<file path="config.mk">
export PLATFORM = sky130hd
export DESIGN_NAME = psi_serializer
export DESIGN_NICKNAME = d
export VERILOG_FILES = /design/src/rtl/psi_serializer.sv
export SDC_FILE = /design/constraint.sdc
export NUM_CORES = 1
export LEC_CHECK = 0
export CAP_MARGIN = 20
export CORE_ASPECT_RATIO = 1.2
export CORE_MARGIN = 3
export CORE_UTILIZATION = 40
export DETAILED_ROUTE_END_ITERATION = 10
export DONT_BUFFER_PORTS = 1
export PLACE_DENSITY = 0.6
export SLEW_MARGIN = 20
export SYNTH_ARGS = -nofsm -noshare
export SYNTH_HDL_FRONTEND = slang
export SYNTH_SLANG_ARGS = --single-unit
</file>
<file path="constraint.sdc">
create_clock -name clk -period 6.55 [get_ports clk]
set_clock_uncertainty 0.2 [all_clocks]
set_input_delay 1.31 -clock clk [delete_from_list [all_inputs] [get_ports clk]]
set_output_delay 1.31 -clock clk [all_outputs]
set_load 0.01 [all_outputs]
</file>
<file path="src/rtl/psi_serializer.sv">
// Parallel-to-serial engine: req/grant FIFO front end, LANES-wide MSB-first shifter.
// Optional per-lane even-parity trailer beat is enabled by defining PSI_PARITY_EN.
module psi_serializer #(
    parameter int unsigned DATASIZE = 32,
    parameter int unsigned LANES    = 1,
    parameter int unsigned DEPTH    = 16,
    parameter int unsigned ADDRBITS = 4
) (
    input  logic                clk,
    input  logic                rst,
    input  logic [DATASIZE-1:0] parallel_data_in,
    input  logic                req,
    output logic                grant,
    input  logic                flush,
    output logic                full,
    output logic                empty,
    output logic [LANES-1:0]    serial_out,
    output logic                serial_valid,
    output logic                sof,
    output logic                eof,
    output logic [15:0]         word_cnt
);

    localparam int unsigned BEATS = DATASIZE / LANES;
    localparam int unsigned BEATW = (BEATS > 1) ? $clog2(BEATS) : 1;
    localparam int unsigned CNTW  = ADDRBITS + 1;

`ifdef PSI_PARITY_EN
    typedef enum logic [1:0] {IDLE, SHIFT, PAR} state_t;
`else
    typedef enum logic [1:0] {IDLE, SHIFT} state_t;
`endif

    state_t              state;
    logic [DATASIZE-1:0] mem [DEPTH];
    logic [ADDRBITS-1:0] wptr, rptr;
    logic [CNTW-1:0]     count, count_next;
    logic [DATASIZE-1:0] sr, head;
    logic [BEATW-1:0]    beat, next_beat;
    logic                wr, pop, last_beat, word_end;
`ifdef PSI_PARITY_EN
    logic [LANES-1:0]    par;
`endif

    // Writes are refused while full or flushing, even if a pop frees a slot this cycle.
    assign grant     = req & ~full & ~flush;
    assign wr        = grant;
    assign head      = mem[rptr];
    assign next_beat = beat + BEATW'(1);
    assign last_beat = (state == SHIFT) && (beat == BEATW'(BEATS - 1));
`ifdef PSI_PARITY_EN
    assign word_end  = (state == PAR);
`else
    assign word_end  = last_beat;
`endif
    assign pop = ~empty & ~flush & ((state == IDLE) | word_end);

    always_comb begin
        count_next = count;
        if (wr && !pop)
            count_next = count + CNTW'(1);
        else if (!wr && pop)
            count_next = count - CNTW'(1);
    end

    always_ff @(posedge clk) begin
        if (wr)
            mem[wptr] <= parallel_data_in;
    end

    // FIFO bookkeeping; full/empty kept as flags that track the count register.
    always_ff @(posedge clk or posedge rst) begin
        if (rst) begin
            wptr  <= '0;
            rptr  <= '0;
            count <= '0;
            full  <= 1'b0;
            empty <= 1'b1;
        end else if (flush) begin
            wptr  <= '0;
            rptr  <= '0;
            count <= '0;
            full  <= 1'b0;
            empty <= 1'b1;
        end else begin
            if (wr)
                wptr <= wptr + ADDRBITS'(1);
            if (pop)
                rptr <= rptr + ADDRBITS'(1);
            count <= count_next;
            full  <= (count_next == CNTW'(DEPTH));
            empty <= (count_next == CNTW'(0));
        end
    end

    // Shifter FSM; sr holds the bits still to be sent after the current beat.
    always_ff @(posedge clk or posedge rst) begin
        if (rst) begin
            state        <= IDLE;
            sr           <= '0;
            beat         <= '0;
            serial_out   <= '0;
            serial_valid <= 1'b0;
            sof          <= 1'b0;
            eof          <= 1'b0;
            word_cnt     <= '0;
`ifdef PSI_PARITY_EN
            par          <= '0;
`endif
        end else begin
            if (eof)
                word_cnt <= word_cnt + 16'd1;
            if (pop) begin
                state        <= SHIFT;
                sr           <= head << LANES;
                beat         <= '0;
                serial_out   <= head[DATASIZE-1 -: LANES];
                serial_valid <= 1'b1;
                sof          <= 1'b1;
`ifdef PSI_PARITY_EN
                par          <= head[DATASIZE-1 -: LANES];
                eof          <= 1'b0;
`else
                eof          <= (BEATS == 1);
`endif
            end else begin
                case (state)
                    SHIFT: begin
                        if (!last_beat) begin
                            sr           <= sr << LANES;
                            beat         <= next_beat;
                            serial_out   <= sr[DATASIZE-1 -: LANES];
                            serial_valid <= 1'b1;
                            sof          <= 1'b0;
`ifdef PSI_PARITY_EN
                            par          <= par ^ sr[DATASIZE-1 -: LANES];
                            eof          <= 1'b0;
`else
                            eof          <= (next_beat == BEATW'(BEATS - 1));
`endif
                        end else begin
`ifdef PSI_PARITY_EN
                            state        <= PAR;
                            serial_out   <= par;
                            serial_valid <= 1'b1;
                            sof          <= 1'b0;
                            eof          <= 1'b1;
`else
                            state        <= IDLE;
                            serial_out   <= '0;
                            serial_valid <= 1'b0;
                            sof          <= 1'b0;
                            eof          <= 1'b0;
`endif
                            sr           <= '0;
                            beat         <= '0;
                        end
                    end
                    default: begin
                        state        <= IDLE;
                        sr           <= '0;
                        beat         <= '0;
                        serial_out   <= '0;
                        serial_valid <= 1'b0;
                        sof          <= 1'b0;
                        eof          <= 1'b0;
                    end
                endcase
            end
        end
    end

endmodule

</file>
==> summary.txt <==
Final layout
  • Layout net count: 1,112
  • Filler cells: 4,583
  • Layout cells sized above 1: 23.4%
  • Area growth from synthesis to layout: 11.8%
  • Multi-input gate area: 0.00491 mm^2
  • Antenna fix cells: 0
  • Reg area: 0.0172 mm^2

Critical path
  • R2R cell count: 9
  • WS Path Type: in2out
  • Critical Path Source Type: input pin
  • Crit-path max cell delay: 0.64 ns
  • Arrival @ worst endpoint: 1.95 ns
  • CP Capture Type: primary output
  • CP top delay family: simple AND/OR/NAND/NOR gates
  • Worst Path Buf+Inv: 0
  • Crit path cell chain: nor3b_2
  • Worst Setup SP: flush
  • Crit path max fanout: 23
  • WP depth: 1
  • CP max stage cell: nor3b_2
  • Required @ worst endpoint: 5.04 ns
  • Reg2reg start: beat[0]$_DFF_PP0_

Logic synthesis
  • Syn nets: 1,102
  • Top cells by area, synth: edfxtp_1 69%, mux4_2 13%, dfrtp_1 8.0%, a22o_1 1.2%, a221oi_2 1.1%
  • Prevailing post-synth register cell: edfxtp_1
  • Async set or reset register ratio after synthesis: 12.3%
  • Synth top cells by count: 512 x edfxtp_1, 129 x mux4_2, 71 x dfrtp_1
  • Synth cell types: 45
  • Sequential-to-total area share from yosys stat: 76.9%
  • Flops & latches, synth: 584
  • Area of the mapped netlist: 0.0223 mm^2
  • Post-synthesis cell count: 1,055
  • Yosys top cell by area: edfxtp_1
  • Yosys warns: 0
  • Most common cell in the netlist: edfxtp_1
  • EDFF count, synth: 512
  • Area fraction of the dominant cell type after synthesis: 68.8%
  • Syn Area/Cell: 21.2 um^2

Clock tree
  • Clock sink total: 584
  • Post-CTS setup buffer count: 0
  • Num CTS Buffers: 56
  • H-Tree Depth: 2
  • Root buf cell: clkbuf_16
  • Cts hold-fix bufs: 0
  • Post_cts resized: 0
  • Clk buf depth: 3
  • TritonCTS clock tree: done
  • Clk Latency, worst-skew pair: 0.61 ns
  • Reg clk slew, reported paths: 0.06 ns

Run
  • # Max-Cap Violations: 0

STA
  • Period utilization: 52.8%
  • Setup TNS: 0 ns
  • Max Slew Vio Count: 0
  • Final hold vios: 0
  • Slew Limit Headroom: 25.2%
  • Tmin final: 3.46 ns
  • RSZ-0062 raised after global routing: no
  • Max Clk Rate: 289 MHz
  • Final setup fails: 0
  • Hold WS: 0.255 ns
  • Tightest Pin Transition: 1.12 ns

Drt
  • Number of remaining DRC errors: 0
  • Pre-Repair DR Iteration Count: 5
  • Post-DRT Antenna Nets: 0
  • Total Routed Length: 45.3 mm
  • Drt wl/cell: 24.8 um
  • Routed vias: 10,041
  • Initial DRC Count: 1,049
  • Via density: 5.49

Global route
  • Initial antenna violation count: 0
  • Vias in the first global route: 10,370
  • GRT Resource Usage Total: 15.5%
  • First-pass GRT wire length: 68.5 mm
  • GR Util met2: 24.9%
  • Largest net degree at the start of global routing: 132
  • Grt met1 use: 21.6%
  • GRT overflow: 0
  • GR met3 Demand/Resource: 4.03%
  • Gr busiest metal: met2

Die
  • Ports: 59
  • Row cnt: 94
  • Core Footprint: 0.0550 mm^2
  • Total die area: 0.0587 mm^2
  • Starting Density: 40.6%
  • Die W: 222 um
  • Chip Height: 265 um

Worst hold path
  • Hold Path Stages: 2
  • HP Start: sr[11]$_DFF_PP0_
  • Hold crit path type: reg2reg

Power and ir drop
  • VDD IR max: 0.217 mV
  • Leakage: 7.93 nW
  • PwrDens: 312 mW/mm^2

Placement
  • Gp weighted congestion: 0.781
  • Dpl hpwl: 25.6 mm
  • Port-buffer cells: 0

Status
  • Status: finished, final reports clean
==> final cells by class <==
| class | instances | share of cell area [%] |
|---|---|---|
| Clock buffer | 74 | 6.25 |
| Clock inverter | 29 | 1.10 |
| Inverter | 9 | 0.140 |
| Multi-Input combinational cell | 407 | 19.7 |
| Sequential cell | 584 | 68.8 |
| Tap cell | 720 | 3.61 |
| Timing Repair Buffer | 7 | 0.471 |
==> cells by family (layout without fill, tap and decap cells) <==
family,after synthesis,after routing,synth area share (%)
XOR/XNOR,26,26,1.02
AND/OR/NAND/NOR,128,128,2.93
adder cells (fa/ha/maj),11,11,0.616
multiplexers,130,130,13.1
buffers and inverters,64,119,1.38
flip-flops,584,584,76.9
AO/OA/AOI/OAI,112,112,4.13
==> cell usage in the layout, fill, tap and decap left out, types with 3 or more instances in the layout <==
cell type / n
clkbuf_1: 11
a221oi_2: 16
clkbuf_16: 58
edfxtp_1: 512
and3_1: 7
o22ai_1: 3
nand2_1: 52
bufinv_16: 5
clkbuf_8: 5
a221oi_1: 15
nand4_1: 8
dfrtp_1: 69
xnor2_1: 17
nor2b_4: 3
ha_1: 11
buf_4: 3
a22o_1: 31
nor2_1: 13
and2_2: 17
nand3_1: 6
mux4_2: 129
o21ai_1: 31
and4_1: 3
inv_1: 8
clkinv_1: 11
a21oi_1: 6
xor2_1: 9
nand2b_1: 7
clkinv_2: 11
==> final timing paths <==
path                                             to  slack [ns]
max in group asynchronous           empty$_DFF_PP1_        5.10
hold reg to reg                    sr[12]$_DFF_PP0_        0.26
setup / recovery                              grant        3.09
hold / removal                     sr[12]$_DFF_PP0_        0.26
setup reg to reg                  beat[1]$_DFF_PP0_        3.20
min in group asynchronous  word_cnt[15]$_DFFE_PP0P_        0.42
==> flip-flops by register name, indices dropped and copies added (netlist names) <==
signal,flops
rptr,4
state,1
sr,31
word_cnt,16
mem,512
serial_valid,1
wptr,4
empty,1
beat,5
eof,1
sof,1
full,1
serial_out,1
count,5
==> metal layers <==
metal | vias to the layer above | wire length (um)
met5 | - | 0
met4 | 0 | 734
met3 | 52 | 2920
met2 | 231 | 21900
met1 | 5379 | 19800
li1 | 4379 | -
==> through the flow <==
stage | total power (W) | instances | worst slack [ns] | util, % | instance area (um^2)
after CTS | 0.00788 | 1828 | 3.09 | 45.3 | 24900
final | 0.00779 | 1830 | 3.09 | 45.4 | 25000
after global routing | 0.00807 | 1830 | 2.94 | 45.4 | 25000
after floorplan | 0.00458 | 1055 | 3.21 | - | 22300
after detailed placement | 0.00467 | 1725 | 2.81 | 42.0 | 23100
after global placement | 0.00466 | 1725 | 2.86 | 42.0 | 23100
==> power by group <==
part	switching, W	internal (W)	total (W)
Clock	0.00134	0.00187	0.00321
Combinational	0.000193	0.000178	0.000371
Sequential	0.0000605	0.00415	0.00421
Total	0.00159	0.00620	0.00779
Power figures use the tool's default switching activity.
